`src/rtl/frac_baud_generator_pkg.sv`:
```
// Shared definitions for the fractional baud generator.
// Holds default divisor widths, the oversample ratio and the standard
// divisor settings for a 50 MHz clock with x16 oversampling.
`timescale 1ns/1ps
package frac_baud_generator_pkg;

  localparam int DIV_INT_W_DEF  = 16;
  localparam int FRAC_W_DEF     = 8;
  localparam int OVERSAMPLE_DEF = 16;

  // Divisor setting: integer part plus fraction in units of 1/256.
  typedef struct packed {
    logic [DIV_INT_W_DEF-1:0] div_int;
    logic [FRAC_W_DEF-1:0]    div_frac;
  } baud_div_t;

  // 50 MHz / (16 * baud)
  localparam baud_div_t DIV_9600   = '{div_int: 16'd325, div_frac: 8'd133};
  localparam baud_div_t DIV_19200  = '{div_int: 16'd162, div_frac: 8'd195};
  localparam baud_div_t DIV_115200 = '{div_int: 16'd27,  div_frac: 8'd32};
  localparam baud_div_t DIV_256000 = '{div_int: 16'd12,  div_frac: 8'd53};

endpackage

```
`src/rtl/frac_baud_generator_baud_os_counter.sv`:
```
// Oversample counter for the baud generator.
// Counts sample ticks modulo OVERSAMPLE and decodes the bit-rate and
// mid-bit enables, registered so they line up with the registered sample
// enable produced by the top.
// Ports:
//   clk_i, rst_i : clock, synchronous active-high reset
//   tick_i       : sample tick (wrap of the divisor counter)
//   sync_i       : phase restart; clears the count, suppresses enables
//   bit_en_o     : high for one cycle on the last tick of a bit
//   mid_en_o     : high for one cycle on the middle tick of a bit
`timescale 1ns/1ps
module baud_os_counter
  import frac_baud_generator_pkg::*;
#(
  parameter int OVERSAMPLE = OVERSAMPLE_DEF
) (
  input  logic clk_i,
  input  logic rst_i,
  input  logic tick_i,
  input  logic sync_i,
  output logic bit_en_o,
  output logic mid_en_o
);

  localparam int OS_W = $clog2(OVERSAMPLE);
  localparam logic [OS_W-1:0] OS_LAST = OS_W'(OVERSAMPLE - 1);
  localparam logic [OS_W-1:0] OS_MID  = OS_W'(OVERSAMPLE / 2 - 1);

  logic [OS_W-1:0] os_cnt_q, os_cnt_d;
  logic            bit_q, bit_d;
  logic            mid_q, mid_d;

  always_comb begin
    os_cnt_d = os_cnt_q;
    bit_d    = 1'b0;
    mid_d    = 1'b0;
    if (sync_i) begin
      os_cnt_d = '0;
    end else if (tick_i) begin
      bit_d    = (os_cnt_q == OS_LAST);
      mid_d    = (os_cnt_q == OS_MID);
      os_cnt_d = (os_cnt_q == OS_LAST) ? '0 : os_cnt_q + OS_W'(1);
    end
  end

  always_ff @(posedge clk_i) begin
    if (rst_i) begin
      os_cnt_q <= '0;
      bit_q    <= 1'b0;
      mid_q    <= 1'b0;
    end else begin
      os_cnt_q <= os_cnt_d;
      bit_q    <= bit_d;
      mid_q    <= mid_d;
    end
  end

  assign bit_en_o = bit_q;
  assign mid_en_o = mid_q;

endmodule

```
`src/rtl/frac_baud_generator.sv`:
```
// Runtime-programmable fractional baud-tick generator.
// Divides clk_i by div_int.div_frac to produce the oversample enable, and
// derives bit-rate and mid-bit enables from it. A new divisor is staged in
// a shadow register and takes effect at the next period boundary (or at
// once on sync_i) so a period is never cut short by a reconfiguration.
// Ports:
//   clk_i, rst_i       : clock, synchronous active-high reset
//   en_i               : run; low freezes counters and silences enables
//   sync_i             : phase restart (start-bit edge from RX)
//   cfg_we_i           : write strobe for cfg_div_int_i / cfg_div_frac_i
//   cfg_pending_o      : a written divisor is waiting to be applied
//   cfg_err_o          : one-cycle pulse when a write is rejected (div_int < 2)
//   sample_en_o        : oversample enable
//   bit_en_o, mid_en_o : bit and mid-bit enables, coincident with sample_en_o
`timescale 1ns/1ps
module frac_baud_generator
  import frac_baud_generator_pkg::*;
#(
  parameter int DIV_INT_W      = DIV_INT_W_DEF,
  parameter int FRAC_W         = FRAC_W_DEF,
  parameter int OVERSAMPLE     = OVERSAMPLE_DEF,
  parameter int RESET_DIV_INT  = int'(DIV_9600.div_int),
  parameter int RESET_DIV_FRAC = int'(DIV_9600.div_frac)
) (
  input  logic                 clk_i,
  input  logic                 rst_i,
  input  logic                 en_i,
  input  logic                 sync_i,
  input  logic                 cfg_we_i,
  input  logic [DIV_INT_W-1:0] cfg_div_int_i,
  input  logic [FRAC_W-1:0]    cfg_div_frac_i,
  output logic                 cfg_pending_o,
  output logic                 cfg_err_o,
  output logic                 sample_en_o,
  output logic                 bit_en_o,
  output logic                 mid_en_o
);

  localparam int CNT_W = DIV_INT_W + 1;

  logic [CNT_W-1:0]     cnt_q, cnt_d;
  logic [FRAC_W-1:0]    acc_q, acc_d;
  logic                 carry_q, carry_d;
  logic [DIV_INT_W-1:0] div_int_q, div_int_d;
  logic [FRAC_W-1:0]    div_frac_q, div_frac_d;
  logic [DIV_INT_W-1:0] shadow_int_q, shadow_int_d;
  logic [FRAC_W-1:0]    shadow_frac_q, shadow_frac_d;
  logic                 pending_q, pending_d;
  logic                 err_q, err_d;
  logic                 sample_q, sample_d;

  logic [CNT_W-1:0]     period_last;
  logic [FRAC_W-1:0]    next_frac;
  logic [FRAC_W:0]      acc_sum;
  logic                 cfg_ok;
  logic                 wrap;

  always_comb begin
    // Current period is div_int plus the carry earned at the previous wrap.
    period_last = {1'b0, div_int_q} + {{DIV_INT_W{1'b0}}, carry_q} - CNT_W'(1);
    cfg_ok      = cfg_we_i && (cfg_div_int_i >= DIV_INT_W'(2));
    wrap        = en_i && !sync_i && (cnt_q == period_last);

    // The carry belongs to the period being started, so it is built from
    // whichever fraction that period will use.
    next_frac   = pending_q ? shadow_frac_q : div_frac_q;
    acc_sum     = {1'b0, acc_q} + {1'b0, next_frac};

    cnt_d         = cnt_q;
    acc_d         = acc_q;
    carry_d       = carry_q;
    div_int_d     = div_int_q;
    div_frac_d    = div_frac_q;
    shadow_int_d  = shadow_int_q;
    shadow_frac_d = shadow_frac_q;
    pending_d     = pending_q;
    err_d         = cfg_we_i && !cfg_ok;
    sample_d      = wrap;

    if (sync_i) begin
      cnt_d   = '0;
      acc_d   = '0;
      carry_d = 1'b0;
      if (cfg_ok) begin
        div_int_d  = cfg_div_int_i;
        div_frac_d = cfg_div_frac_i;
        pending_d  = 1'b0;
      end else if (pending_q) begin
        div_int_d  = shadow_int_q;
        div_frac_d = shadow_frac_q;
        pending_d  = 1'b0;
      end
    end else begin
      if (wrap) begin
        cnt_d   = '0;
        acc_d   = acc_sum[FRAC_W-1:0];
        carry_d = acc_sum[FRAC_W];
        if (pending_q) begin
          div_int_d  = shadow_int_q;
          div_frac_d = shadow_frac_q;
          pending_d  = 1'b0;
        end
      end else if (en_i) begin
        cnt_d = cnt_q + CNT_W'(1);
      end
      // A write landing on a wrap stages behind the value applied above.
      if (cfg_ok) begin
        shadow_int_d  = cfg_div_int_i;
        shadow_frac_d = cfg_div_frac_i;
        pending_d     = 1'b1;
      end
    end
  end

  always_ff @(posedge clk_i) begin
    if (rst_i) begin
      cnt_q         <= '0;
      acc_q         <= '0;
      carry_q       <= 1'b0;
      div_int_q     <= DIV_INT_W'(RESET_DIV_INT);
      div_frac_q    <= FRAC_W'(RESET_DIV_FRAC);
      shadow_int_q  <= '0;
      shadow_frac_q <= '0;
      pending_q     <= 1'b0;
      err_q         <= 1'b0;
      sample_q      <= 1'b0;
    end else begin
      cnt_q         <= cnt_d;
      acc_q         <= acc_d;
      carry_q       <= carry_d;
      div_int_q     <= div_int_d;
      div_frac_q    <= div_frac_d;
      shadow_int_q  <= shadow_int_d;
      shadow_frac_q <= shadow_frac_d;
      pending_q     <= pending_d;
      err_q         <= err_d;
      sample_q      <= sample_d;
    end
  end

  baud_os_counter #(
    .OVERSAMPLE (OVERSAMPLE)
  ) u_os_counter (
    .clk_i    (clk_i),
    .rst_i    (rst_i),
    .tick_i   (wrap),
    .sync_i   (sync_i),
    .bit_en_o (bit_en_o),
    .mid_en_o (mid_en_o)
  );

  assign cfg_pending_o = pending_q;
  assign cfg_err_o     = err_q;
  assign sample_en_o   = sample_q;

endmodule

```
`config.mk`:
```
export PLATFORM = sky130hd
export DESIGN_NAME = frac_baud_generator
export DESIGN_NICKNAME = d
export VERILOG_FILES = /design/src/rtl/frac_baud_generator_pkg.sv /design/src/rtl/frac_baud_generator_baud_os_counter.sv /design/src/rtl/frac_baud_generator.sv
export SDC_FILE = /design/constraint.sdc
export NUM_CORES = 1
export LEC_CHECK = 0
export BUFFER_PORTS_ARGS = -buffer_cell sky130_fd_sc_hd__buf_2
export CAP_MARGIN = 20
export CORE_MARGIN = 2
export CORE_UTILIZATION = 40
export CTS_BUF_LIST = sky130_fd_sc_hd__clkbuf_8
export CTS_CLUSTER_SIZE = 40
export DETAILED_ROUTE_END_ITERATION = 7
export GPL_TIMING_DRIVEN = 0
export PLACE_DENSITY_LB_ADDON = 0.1
export SLEW_MARGIN = 10
export SYNTH_ARGS = -nofsm -noshare
export SYNTH_HDL_FRONTEND = slang
export SYNTH_HIERARCHICAL = 1
export SYNTH_SLANG_ARGS = --single-unit
```
`constraint.sdc`:
```
create_clock -name clk_i -period 5.6 [get_ports clk_i]
set_input_delay 0.28 -clock clk_i [delete_from_list [all_inputs] [get_ports clk_i]]
set_output_delay 0.28 -clock clk_i [all_outputs]
set_load 0.005 [all_outputs]
```
* Word-level counts from Yosys, hierarchy flattened
Index checks and enable logic that the tools add are counted.
Word-level totals: bits in registers 83, input bits 29, output and inout bits 5
Cells by class: add/sub/neg operators 5, order comparisons 1, eq/ne operators 3, mux-type cells 11, bitwise gates (word level) 2, reduce and logical (&&, ||, !) cells 12
Operator list (number):
- two-way mux 16 bit | 4
- two-way mux 8 bit | 4
- adder 16 x 1 -> 17 bit | 1
- adder 17 x 1 -> 17 bit, second input constant | 1
- equality test 17 bit | 1
- subtractor 17 x 1 -> 17 bit, second input constant | 1
- >= comparator 16 x 2 -> 1 bit, second input constant | 1
- adder 8 x 8 -> 9 bit | 1
- OR reduction 3 bit | 2
- adder 4 x 1 -> 4 bit, second input constant | 1
- equality test 4 x 3 -> 1 bit, second input constant | 1
- equality test 4 bit, second input constant | 1
- logical AND 1 bit | 4
- two-way mux 4 bit | 1
- nonzero test 2 bit | 2
- logical NOT 1 bit | 2
- two-way mux 1 bit | 2
- inverter 1 bit | 2
- AND reduction 2 bit | 1
- OR reduction 2 bit | 1

* Logic depth before layout (Yosys ltp)
word-level depth 6, depth in mapped cells 13, gate-level depth less buffers 12

* By module
Netlist, hierarchy kept.
By module, submodules not included:
- frac_baud_generator | instances 1, cells an instance 532, area each 4354.2 um^2, sequential area each 1541.5 um^2
- baud_os_counter | instances 1, cells an instance 26, area each 241.5 um^2, sequential area each 120.1 um^2

* Least setup slack after synthesis
Ideal clock, no wire load.
path type register to register, start point register carry_q, end point register div_int_q[8], setup time 0.128 ns, arrival 2.941 ns, required time 5.472 ns, path slack 2.532 ns, cell stages (with the launch flop) 13, path buffers 2, cells stage by stage dfxtp_1 inv_1 ha_1 ha_1 o21ba_2 a221oi_1 a41oi_1 or4_1 or4_4 buf_6 buf_6 a221oi_1 o21ai_1
On the way: word-level cells in the longest chain between the ends 5
Ends and longest elaborated chain:
- start, declared | RTL line frac_baud_generator.sv:43 | logic carry_q, carry_d;
- start signal, assigned | RTL line frac_baud_generator.sv:130 | carry_q <= carry_d;
- adder 16 x 1 -> 17 bit | RTL line frac_baud_generator.sv:60 | period_last = {1'b0, div_int_q} + {{DIV_INT_W{1'b0}}, carry_q} - CNT_W'(1);
- subtractor 17 x 1 -> 17 bit | RTL line frac_baud_generator.sv:60
- equality test 17 bit | RTL line frac_baud_generator.sv:62 | wrap = en_i && !sync_i && (cnt_q == period_last);
- logical AND 1 bit | RTL line frac_baud_generator.sv:62
- nonzero test 2 bit (no source line)
- end signal, assigned | RTL line frac_baud_generator.sv:120 | div_int_q <= DIV_INT_W'(RESET_DIV_INT);
- end signal, assigned | RTL line frac_baud_generator.sv:131 | div_int_q <= div_int_d;
- end, declared | RTL line frac_baud_generator.sv:44 | logic [DIV_INT_W-1:0] div_int_q, div_int_d;
No other way between the ends. A chain may end at the register's enable or synchronous reset.

* Worst setup path in the final report
start point register div_int_q[0], end point register div_frac_q[2]
On the way: word-level cells in the longest chain between the ends 5
Ends and longest elaborated chain:
- adder 16 x 1 -> 17 bit | RTL line frac_baud_generator.sv:60
- subtractor 17 x 1 -> 17 bit | RTL line frac_baud_generator.sv:60
- equality test 17 bit | RTL line frac_baud_generator.sv:62
- logical AND 1 bit | RTL line frac_baud_generator.sv:62
- nonzero test 2 bit (no source line)
- end signal, assigned | RTL line frac_baud_generator.sv:121 | div_frac_q <= FRAC_W'(RESET_DIV_FRAC);
- end signal, assigned | RTL line frac_baud_generator.sv:132 | div_frac_q <= div_frac_d;
- end, declared | RTL line frac_baud_generator.sv:45 | logic [FRAC_W-1:0] div_frac_q, div_frac_d;
No other way between the ends.

==> results.toml <==
[critical_path]
endpoint_kind = "flip-flop"
arrival_ns = 3.66
critPathKind = "reg -> reg"
path_max_fanout = 10
crit_top_cell = "ha_1"
worstPathRequired_ns = 5.87
endpoint = "div_frac_q[2]$_SDFFE_PP1P_"
cp_slowest_cell = "or4_1"
path_depth = 11
worst_r2r_path_depth = 11
cp_slowest_stage_delay_ns = 0.57
r2r_end = "div_frac_q[2]$_SDFFE_PP1P_"
r2r-start = "div_int_q[0]$_SDFFE_PP1P_"
start_kind = "flip-flop"
cp_num_buf_inv = 2
crit_start = "div_int_q[0]$_SDFFE_PP1P_"
crit_chain = "inv_1, ha_1, ha_1, o21ba_2, a221oi_1, a41oi_1, or4_1, nor4_1, buf_2, nor2_2, a211o_1"
path_delay_family = "simple AND/OR/NAND/NOR gates"
ff2ff_setup_slack_ns = 2.20

[detailed_routing]
firstDrtPassIters = 4
final_antenna_net_count = 0
vias_per_cell = 5.48
drtIter0Drc = 165
wirelength_mm = 11.9
route.detailed.drc = 0
post_drt_wl_per_cell_um = 16.0
via_count = 4101

[cts]
cts_buffers = 9
cts_sinks = 83
root_buffer = "clkbuf_8"
htreeDepth = 3
path_clk_slew_ns = 0.09
insertion_delay_ns = 0.38
cts_resized = 0
cts_setup_buffers = 0
cts_buffer_depth = 2
cts.hold.buffers_added = 0
cts_tree = "done"

[synth]
netlist_area_mm2 = 0.00460
synth_seq_cells = 83
ys.flop_type = "dfxtp_1"
async_reset_ff_share_pct = 0
syn-instance-count = 558
yosysMostFrequentCell = "dfxtp_1"
ys_seq_area_share_pct = 36.2
yosysTopAreaCellShare_pct = 36.2
ys_types = 70
synthTopCellsByArea = "dfxtp_1 (36%), nand2_1 (6.4%), a21oi_1 (4.5%)"
synth_edf_count = 0
synth_nets = 600
yosys_warnings = 6
synthTopCellsByCount = "dfxtp_1 (83), nand2_1 (78), nor2_1 (48)"
synth_area_leader_cell = "dfxtp_1"
syn_area_per_cell_um2 = 8.24

[grt]
antenna_found_initial = 0
grt_pass1_vias = 4016
grt_max_degree = 13
grt-ovfl-total = 0
grtUsageTotal_pct = 20.4
grt_pass1_wl_mm = 20.3

[placement]
place_area_mm2 = 0.00495
gp_congestion = 0.814
place_hpwl_mm = 8.81
port_buffers = 33

[layout]
area_growth_pct = 12.2
layout.nets = 644
fin_area_mm2 = 0.00515
final_layout_size_suffix_gt1_share_pct = 13.4
antenna_cells = 0

[timing]
clock.fmax_mhz = 295
skew_ns = 0.0162
setup_viol = 0
tns_ns = 0
drv_slew = 0
finalCritPeriodShare_pct = 60.6
fin_crit_ns = 3.40
worst_pin_slew_ns = 0.870
slew_headroom_pct = 41.5
rsz0062_at_grt = "false"
hold_viol_final = 0

[min_path]
hold_class = "in -> reg"
min_path_cells = 2

[pwr]
total_power_mw = 1.29
ir_worst_vdd_mv = 0.174
p_per_area_mw_per_mm2 = 251
p_leak_nw = 1.92

[floorplan]
fp.dieW_um = 111
die_height_um = 111
start_util_pct = 40.6
ios = 34
die_area_mm2 = 0.0124
num_rows = 39
core_area_mm2 = 0.0113

[status]
outcome = "complete, no violations"

[run]
maxCapViolations = 0
[where the power goes]
group	switching (mW)	leakage, nW	internal [mW]
Clock	0.226	0.116	0.257
Combinational	0.108	1.13	0.0715
Sequential	0.0179	0.676	0.612
[per-stage QoR]
stage | worst slack [ns] | util, % | cells | hold slack (ns)
after floorplan | 2.53 | - | 558 | 0.357
after global placement | 1.96 | 43.6 | 734 | 0.439
after detailed placement | 2.21 | 43.7 | 734 | 0.444
after CTS | 2.20 | 45.5 | 749 | 0.123
after global routing | 1.91 | 45.5 | 749 | 0.138
final | 2.20 | 45.5 | 749 | 0.135
[cells by family after synthesis]
group	after synthesis	share of synthesized area (%)
compound gates	113	17.7
flops	83	36.2
buf+inv	68	6.48
xor+xnor	40	7.62
mux	18	4.14
fa+ha+maj	13	3.70
simple gates	223	24.2
[area by class of cell]
| cell class | count | area, um^2 |
|---|---|---|
| Fill cell | 1165 | 6170 |
| Tap cell | 143 | 179 |
| Inverter | 28 | 105 |
| Multi-Input combinational cell | 407 | 2640 |
| Timing Repair Buffer | 33 | 165 |
| Clock inverter | 5 | 71.3 |
| Sequential cell | 83 | 1660 |
| Buffer | 40 | 193 |
| Clock buffer | 10 | 138 |
[layer usage]
layer	wire length, um	vias up	GRT usage, %
met5	0	-	0
met4	246	0	7.98
met3	416	16	3.23
met2	5510	78	33.3
met1	5770	1946	27.1
li1	-	2061	-
[layout by cell type (no fill, tap or decap), drive strengths merged, types with 3 or more instances in the layout]
cell type / n
a211o: 4
nor2: 49
buf: 46
xor2: 22
nand3: 12
a311oi: 12
nand3b: 3
a31oi: 5
nor2b: 8
and3: 4
mux2i: 10
a21oi: 41
o31ai: 5
o21ai: 8
nand2: 79
nor3: 13
nand2b: 8
clkbuf: 37
dfxtp: 83
xnor2: 18
ha: 12
mux2: 8
nand4: 15
a221oi: 4
nor4: 13
o22a: 12
inv: 31
or4: 3
nand4b: 5
a21boi: 4
[flip-flops by register name, indices dropped and copies added, names as in the netlist]
signal,count
cnt_q,17
div_int_q,16
shadow_int_q,16
acc_q,8
div_frac_q,8
shadow_frac_q,8
u_os_counter/os_cnt_q,4
carry_q,1
cfg_err_o,1
cfg_pending_o,1
sample_en_o,1
u_os_counter/bit_en_o,1
u_os_counter/mid_en_o,1
[worst min path at each step]
stage / startpoint / slack (ns) / endpoint
floorplan: rst_i / 0.36 / u_os_counter/os_cnt_q[0]$_SDFFE_PP0P_
global placement: div_frac_q[0]$_SDFFE_PP1P_ / 0.44 / div_frac_q[0]$_SDFFE_PP1P_
detailed placement: shadow_frac_q[0]$_SDFFE_PP0P_ / 0.44 / shadow_frac_q[0]$_SDFFE_PP0P_
CTS: sync_i / 0.12 / u_os_counter/os_cnt_q[2]$_SDFFE_PP0P_
global route: sync_i / 0.14 / u_os_counter/os_cnt_q[2]$_SDFFE_PP0P_
finish: sync_i / 0.14 / u_os_counter/os_cnt_q[2]$_SDFFE_PP0P_
(Power assumes the default switching activity.)
